**config.mk**
```make
export PLATFORM = sky130hd
export DESIGN_NAME = pll_seq_ctrl
export DESIGN_NICKNAME = d
export VERILOG_FILES = /design/src/rtl/pll_seq_ctrl.sv
export SDC_FILE = /design/constraint.sdc
export NUM_CORES = 1
export LEC_CHECK = 0
export BUFFER_PORTS_ARGS = -buffer_cell sky130_fd_sc_hd__buf_2
export CAP_MARGIN = 0
export CORE_MARGIN = 3
export CORE_UTILIZATION = 55
export DETAILED_ROUTE_END_ITERATION = 10
export PLACE_DENSITY_LB_ADDON = 0.2
export SLEW_MARGIN = 0
export SYNTH_ARGS = -nofsm -noshare
export SYNTH_HDL_FRONTEND = slang
export SYNTH_SLANG_ARGS = --single-unit
```
**constraint.sdc**
```tcl
create_clock -name clk_100MHz_i -period 6.1 [get_ports clk_100MHz_i]
set_clock_uncertainty 0.05 [all_clocks]
set_input_delay 0.61 -clock clk_100MHz_i [delete_from_list [all_inputs] [get_ports clk_100MHz_i]]
set_output_delay 0.61 -clock clk_100MHz_i [all_outputs]
set_load 0.02 [all_outputs]
```
**src/rtl/pll_seq_ctrl.sv**
```systemverilog
// PLL bring-up and frequency-measurement sequencer: reset/power-down control, lock
// qualification and a fixed-width counter enable window, all in the reference domain.
//
// state     | meaning
// IDLE      | PLL held in reset, waiting for start
// PWRDN     | PLL powered down, window aborted
// RST_HOLD  | PLL reset asserted for RST_CYCLES
// WAIT_LOCK | reset released, waiting for synchronized lock
// SETTLE    | lock must stay high SETTLE_CYCLES in a row
// CLEAR     | one-cycle clear pulse to the counters
// MEASURE   | counter enable window, GATE_CYCLES wide
// DONE      | counts frozen and valid
// FAIL      | lock timeout or lock lost; error latched
module pll_seq_ctrl #(
    parameter int unsigned RST_CYCLES    = 16,
    parameter int unsigned LOCK_TIMEOUT  = 1_000_000,
    parameter int unsigned SETTLE_CYCLES = 1000,
    parameter int unsigned GATE_CYCLES   = 100_000_000
) (
    input  logic       clk_100MHz_i,
    input  logic       rst_n,
    input  logic       start_i,
    input  logic       pwrdwn_req_i,
    input  logic       lock_i,
    output logic       pll_rst_o,
    output logic       pll_pwrdwn_o,
    output logic       cnt_clr_o,
    output logic       cnt_en_o,
    output logic       done_o,
    output logic [1:0] err_o,
    output logic [3:0] state_o
);

    localparam int unsigned SEQ_MAX = (RST_CYCLES > SETTLE_CYCLES) ? RST_CYCLES : SETTLE_CYCLES;
    localparam int SEQ_W  = (SEQ_MAX > 1)      ? $clog2(SEQ_MAX)      : 1;
    localparam int TMO_W  = (LOCK_TIMEOUT > 1) ? $clog2(LOCK_TIMEOUT) : 1;
    localparam int GATE_W = (GATE_CYCLES > 1)  ? $clog2(GATE_CYCLES)  : 1;

    localparam logic [SEQ_W-1:0]  RST_LOAD    = SEQ_W'(RST_CYCLES - 1);
    localparam logic [SEQ_W-1:0]  SETTLE_LOAD = SEQ_W'(SETTLE_CYCLES - 1);
    localparam logic [TMO_W-1:0]  TMO_LOAD    = TMO_W'(LOCK_TIMEOUT - 1);
    localparam logic [GATE_W-1:0] GATE_LOAD   = GATE_W'(GATE_CYCLES - 1);

    localparam logic [1:0] ERR_NONE = 2'b00;
    localparam logic [1:0] ERR_TMO  = 2'b01;
    localparam logic [1:0] ERR_LOST = 2'b10;

    typedef enum logic [3:0] {
        S_IDLE      = 4'd0,
        S_PWRDN     = 4'd1,
        S_RST_HOLD  = 4'd2,
        S_WAIT_LOCK = 4'd3,
        S_SETTLE    = 4'd4,
        S_CLEAR     = 4'd5,
        S_MEASURE   = 4'd6,
        S_DONE      = 4'd7,
        S_FAIL      = 4'd8
    } state_e;

    state_e             state_q, state_d;
    logic               lock_meta_q, lock_s_q;
    logic [SEQ_W-1:0]   seq_q, seq_d;
    logic [TMO_W-1:0]   tmo_q, tmo_d;
    logic [GATE_W-1:0]  gate_q, gate_d;
    logic [1:0]         err_q, err_d;
    logic               pll_rst_q, pll_rst_d;
    logic               pwrdwn_q, pwrdwn_d;
    logic               clr_q, clr_d;
    logic               en_q, en_d;
    logic               done_q, done_d;

    always_comb begin
        state_d = state_q;
        seq_d   = seq_q;
        tmo_d   = tmo_q;
        gate_d  = gate_q;
        err_d   = err_q;

        case (state_q)
            S_IDLE, S_DONE, S_FAIL: begin
                if (start_i) begin
                    state_d = S_RST_HOLD;
                    seq_d   = RST_LOAD;
                    tmo_d   = TMO_LOAD;
                    err_d   = ERR_NONE;
                end
            end
            S_RST_HOLD: begin
                if (seq_q == '0) begin
                    state_d = S_WAIT_LOCK;
                end else begin
                    seq_d = seq_q - SEQ_W'(1);
                end
            end
            S_WAIT_LOCK: begin
                if (tmo_q == '0) begin
                    state_d = S_FAIL;
                    err_d   = ERR_TMO;
                end else begin
                    tmo_d = tmo_q - TMO_W'(1);
                    if (lock_s_q) begin
                        state_d = S_SETTLE;
                        seq_d   = SETTLE_LOAD;
                    end
                end
            end
            S_SETTLE: begin
                // The timeout budget spans WAIT_LOCK and SETTLE together, so a
                // lock that keeps glitching still ends in FAIL.
                if (tmo_q == '0) begin
                    state_d = S_FAIL;
                    err_d   = ERR_TMO;
                end else begin
                    tmo_d = tmo_q - TMO_W'(1);
                    if (!lock_s_q) begin
                        state_d = S_WAIT_LOCK;
                    end else if (seq_q == '0) begin
                        state_d = S_CLEAR;
                    end else begin
                        seq_d = seq_q - SEQ_W'(1);
                    end
                end
            end
            S_CLEAR: begin
                state_d = S_MEASURE;
                gate_d  = GATE_LOAD;
            end
            S_MEASURE: begin
                if (!lock_s_q) begin
                    state_d = S_FAIL;
                    err_d   = ERR_LOST;
                end else if (gate_q == '0) begin
                    state_d = S_DONE;
                end else begin
                    gate_d = gate_q - GATE_W'(1);
                end
            end
            S_PWRDN: begin
                if (!pwrdwn_req_i) begin
                    state_d = S_IDLE;
                end
            end
            default: begin
                state_d = S_IDLE;
            end
        endcase

        if (pwrdwn_req_i) begin
            state_d = S_PWRDN;
            err_d   = err_q;
        end
    end

    // Outputs decode the next state so they register alongside it.
    always_comb begin
        pll_rst_d = state_d inside {S_IDLE, S_PWRDN, S_RST_HOLD, S_FAIL};
        pwrdwn_d  = (state_d == S_PWRDN);
        clr_d     = (state_d == S_CLEAR);
        en_d      = (state_d == S_MEASURE);
        done_d    = (state_d == S_DONE);
    end

    always_ff @(posedge clk_100MHz_i) begin
        if (!rst_n) begin
            state_q     <= S_IDLE;
            lock_meta_q <= 1'b0;
            lock_s_q    <= 1'b0;
            seq_q       <= '0;
            tmo_q       <= '0;
            gate_q      <= '0;
            err_q       <= ERR_NONE;
            pll_rst_q   <= 1'b1;
            pwrdwn_q    <= 1'b0;
            clr_q       <= 1'b0;
            en_q        <= 1'b0;
            done_q      <= 1'b0;
        end else begin
            state_q     <= state_d;
            lock_meta_q <= lock_i;
            lock_s_q    <= lock_meta_q;
            seq_q       <= seq_d;
            tmo_q       <= tmo_d;
            gate_q      <= gate_d;
            err_q       <= err_d;
            pll_rst_q   <= pll_rst_d;
            pwrdwn_q    <= pwrdwn_d;
            clr_q       <= clr_d;
            en_q        <= en_d;
            done_q      <= done_d;
        end
    end

    assign pll_rst_o    = pll_rst_q;
    assign pll_pwrdwn_o = pwrdwn_q;
    assign cnt_clr_o    = clr_q;
    assign cnt_en_o     = en_q;
    assign done_o       = done_q;
    assign err_o        = err_q;
    assign state_o      = state_q;

endmodule

```
==> results.py <==
metrics = {
    "clock_tree": {
        "path_clk_slew_ps": 80,
        "postCtsResizedCells": 0,
        "cts.path.max_buffers": 2,
        "cts_buffers": 9,
        "htreeDepth": 3,
        "tritoncts": "built",
        "insertion_delay_ps": 340,
        "cts_root_buf": "clkbuf_8",
        "cts_hold_buffers": 0,
        "cts_setup_buffers": 0,
        "cts_sinks": 70,
    },
    "synthesis": {
        "synth.distinct_cells": 64,
        "syn_avg_cell_area_um2": 8.34,
        "synth_top_flop_cell": "dfxtp_1",
        "yosys_register_bits": 70,
        "synth.top_cells.by_area": "dfxtp_1 37%, xor2_1 6.3%, a21oi_1 5.7%",
        "synth_edf_count": 0,
        "yosys_warnings": 0,
        "syn_nets": 462,
        "netlist_instances": 451,
        "yosysTopAreaCell": "dfxtp_1",
        "ys_async_sr_fraction": 0,
        "synth_area_mm2": 0.00376,
        "synth_top_cell_area_share": 0.373,
        "ys_seq_area_frac": 0.373,
    },
    "detailed_routing": {
        "drtAntennaViolNets": 0,
        "drc": 0,
        "via_count": 3236,
        "vias_per_cell": 6.07,
        "wl_per_cell_um": 15.3,
        "wirelength_um": 8130,
        "drtIter0Drc": 179,
        "firstDrtPassIters": 5,
    },
    "timing": {
        "fmax_mhz": 310,
        "fin_crit_ps": 3220,
        "hold_violations": 0,
        "period_share": 0.528,
        "rsz0062_at_grt": "false",
        "worst_pin_slew_ps": 1080,
        "slew_headroom": 0.275,
        "drv_slew": 0,
        "setup_slack_ps": 2880,
        "tns_ps": 0,
        "setup_viol": 0,
    },
    "run": {
        "cap_violations": 0,
    },
    "worst_hold_path": {
        "hold_path_class": "reg2reg",
    },
    "placed_design": {
        "io_buffers": 15,
        "dp_hpwl_um": 5560,
        "dpl_worst_slack_ps": 2960,
        "gp_congestion": 0.930,
    },
    "grt": {
        "grt_pass1_wl_um": 13900,
        "grt_overflow_total": 0,
        "grtUsageTotal": 0.224,
        "grt_pass1_vias": 2995,
        "grt_max_degree": 37,
        "antenna_found_initial": 0,
    },
    "layout": {
        "num_antenna_cells": 0,
        "final_common_cell": "dfxtp_1",
        "synthToLayoutAreaGrowth_pct": 6.75,
        "post-route-util": 0.618,
        "nets": 462,
        "final_cell_mix": "70 x dfxtp_1, 43 x a21oi_1, 42 x nor2_1",
        "drive_gt1_frac": 0.107,
    },
    "critical_path": {
        "crit_fanout": 24,
        "cp.arrival_ps": 3450,
        "crit_path_end_kind": "register",
        "path_class": "reg2reg",
        "worstPathRequired_ps": 6330,
        "cp-start-kind": "register",
    },
    "floorplanning": {
        "pin_count": 16,
        "die_y_um": 88.7,
        "dieArea_mm2": 0.00787,
        "start_util": 0.579,
        "core_area_mm2": 0.00649,
        "rows": 29,
        "dieWidth_um": 88.7,
    },
    "outcome": {
        "status": "completed",
    },
    "power": {
        "vdd_ir_drop_max_mv": 0.123,
        "power.leakage_nw": 1.49,
        "pwr_density_cell_mw_per_mm2": 249,
    },
}
registers in the layout (all words and copies together) (netlist names):
register	flops
cnt_clr_o	1
cnt_en_o	1
done_o	1
err_o	2
gate_q	27
lock_meta_q	1
lock_s_q	1
pll_pwrdwn_o	1
pll_rst_o	1
seq_q	10
state_o	4
tmo_q	20
synth_stat cells (2+ instances only):
cell	n
o31a_1	2
o41ai_1	2
o31ai_1	10
a31o_2	3
nand3b_1	4
or2_2	5
nor2b_1	9
nand3_1	19
nand2_1	25
clkbuf_1	15
nor4b_1	4
xor2_1	27
a31oi_1	6
nand4_1	16
buf_2	7
and4_1	2
nand4bb_1	2
o21ai_0	13
nor4_1	10
o211a_1	2
and2_1	8
dfxtp_1	70
a21oi_1	43
or3_1	5
ha_1	6
nor3_1	22
nand2b_1	7
xnor2_1	9
buf_6	2
nor2_1	42
inv_1	8
a211oi_1	4
nand4b_1	3
o21a_1	4
or4_1	6
power by group:
part | internal, mW | leakage, nW | switching (mW)
clock | 0.211 | 0.106 | 0.173
combinational | 0.0445 | 0.816 | 0.0752
sequential | 0.473 | 0.570 | 0.0207
layer usage:
metal,vias up,GRT usage,part of all wire
met5,-,0,0
met4,0,0.0769,0.013
met3,9,0.0642,0.049
met2,71,0.369,0.48
met1,1508,0.280,0.46
li1,1648,-,-
final timing paths:
kind,from,end,slack (ps),cells after the start
worst max register to register,state_o[0]$_SDFF_PN0_,tmo_q[15]$_SDFFE_PN0P_,2880,6
worst max-delay path,state_o[0]$_SDFF_PN0_,tmo_q[15]$_SDFFE_PN0P_,2880,6
worst min-delay path,lock_meta_q$_SDFF_PN0_,lock_s_q$_SDFF_PN0_,390,1
worst min register to register,lock_meta_q$_SDFF_PN0_,lock_s_q$_SDFF_PN0_,390,1
cell families (layout without fill, tap and decap cells):
kind of cell	Yosys count	in the layout	share of synthesized area
xor gates and xnor gates	36	36	0.0838
adders and majority gates	6	6	0.0200
buffers and inverters	35	40	0.0422
muxes	1	1	0.00299
DFF	70	70	0.373
AOI/OAI and AO/OA	104	104	0.181
and+or+nand+nor	199	199	0.298
area by class of cell:
cell class                 count  area (um^2)
clock buffer                  11          151
tap                           77         96.3
multi-input combinational    346         2200
fill                         582         2480
inverter                       9         33.8
sequential                    70         1400
timing repair buffer          15         75.1
clock inverter                 5         56.3
metrics by stage:
stage	total power [mW]	std cells	hold slack [ps]	instance area (um^2)
2_1_floorplan	0.600	451	362	3760
3_3_place_gp	0.619	517	368	3810
3_5_place_dp	0.622	517	374	3810
4_1_cts	1.01	533	392	4020
5_1_grt	1.05	533	412	4020
6_report	0.998	533	387	4020
critical path, stage by stage (launching register included):
cell	delay (ps)
dfxtp_1	790
nand2_1	220
a2bb2oi_1	190
o21ai_1	700
nand3_1	480
or4_1	590
a21oi_1	140
Note: power is estimated with default switching activity, not from simulation.
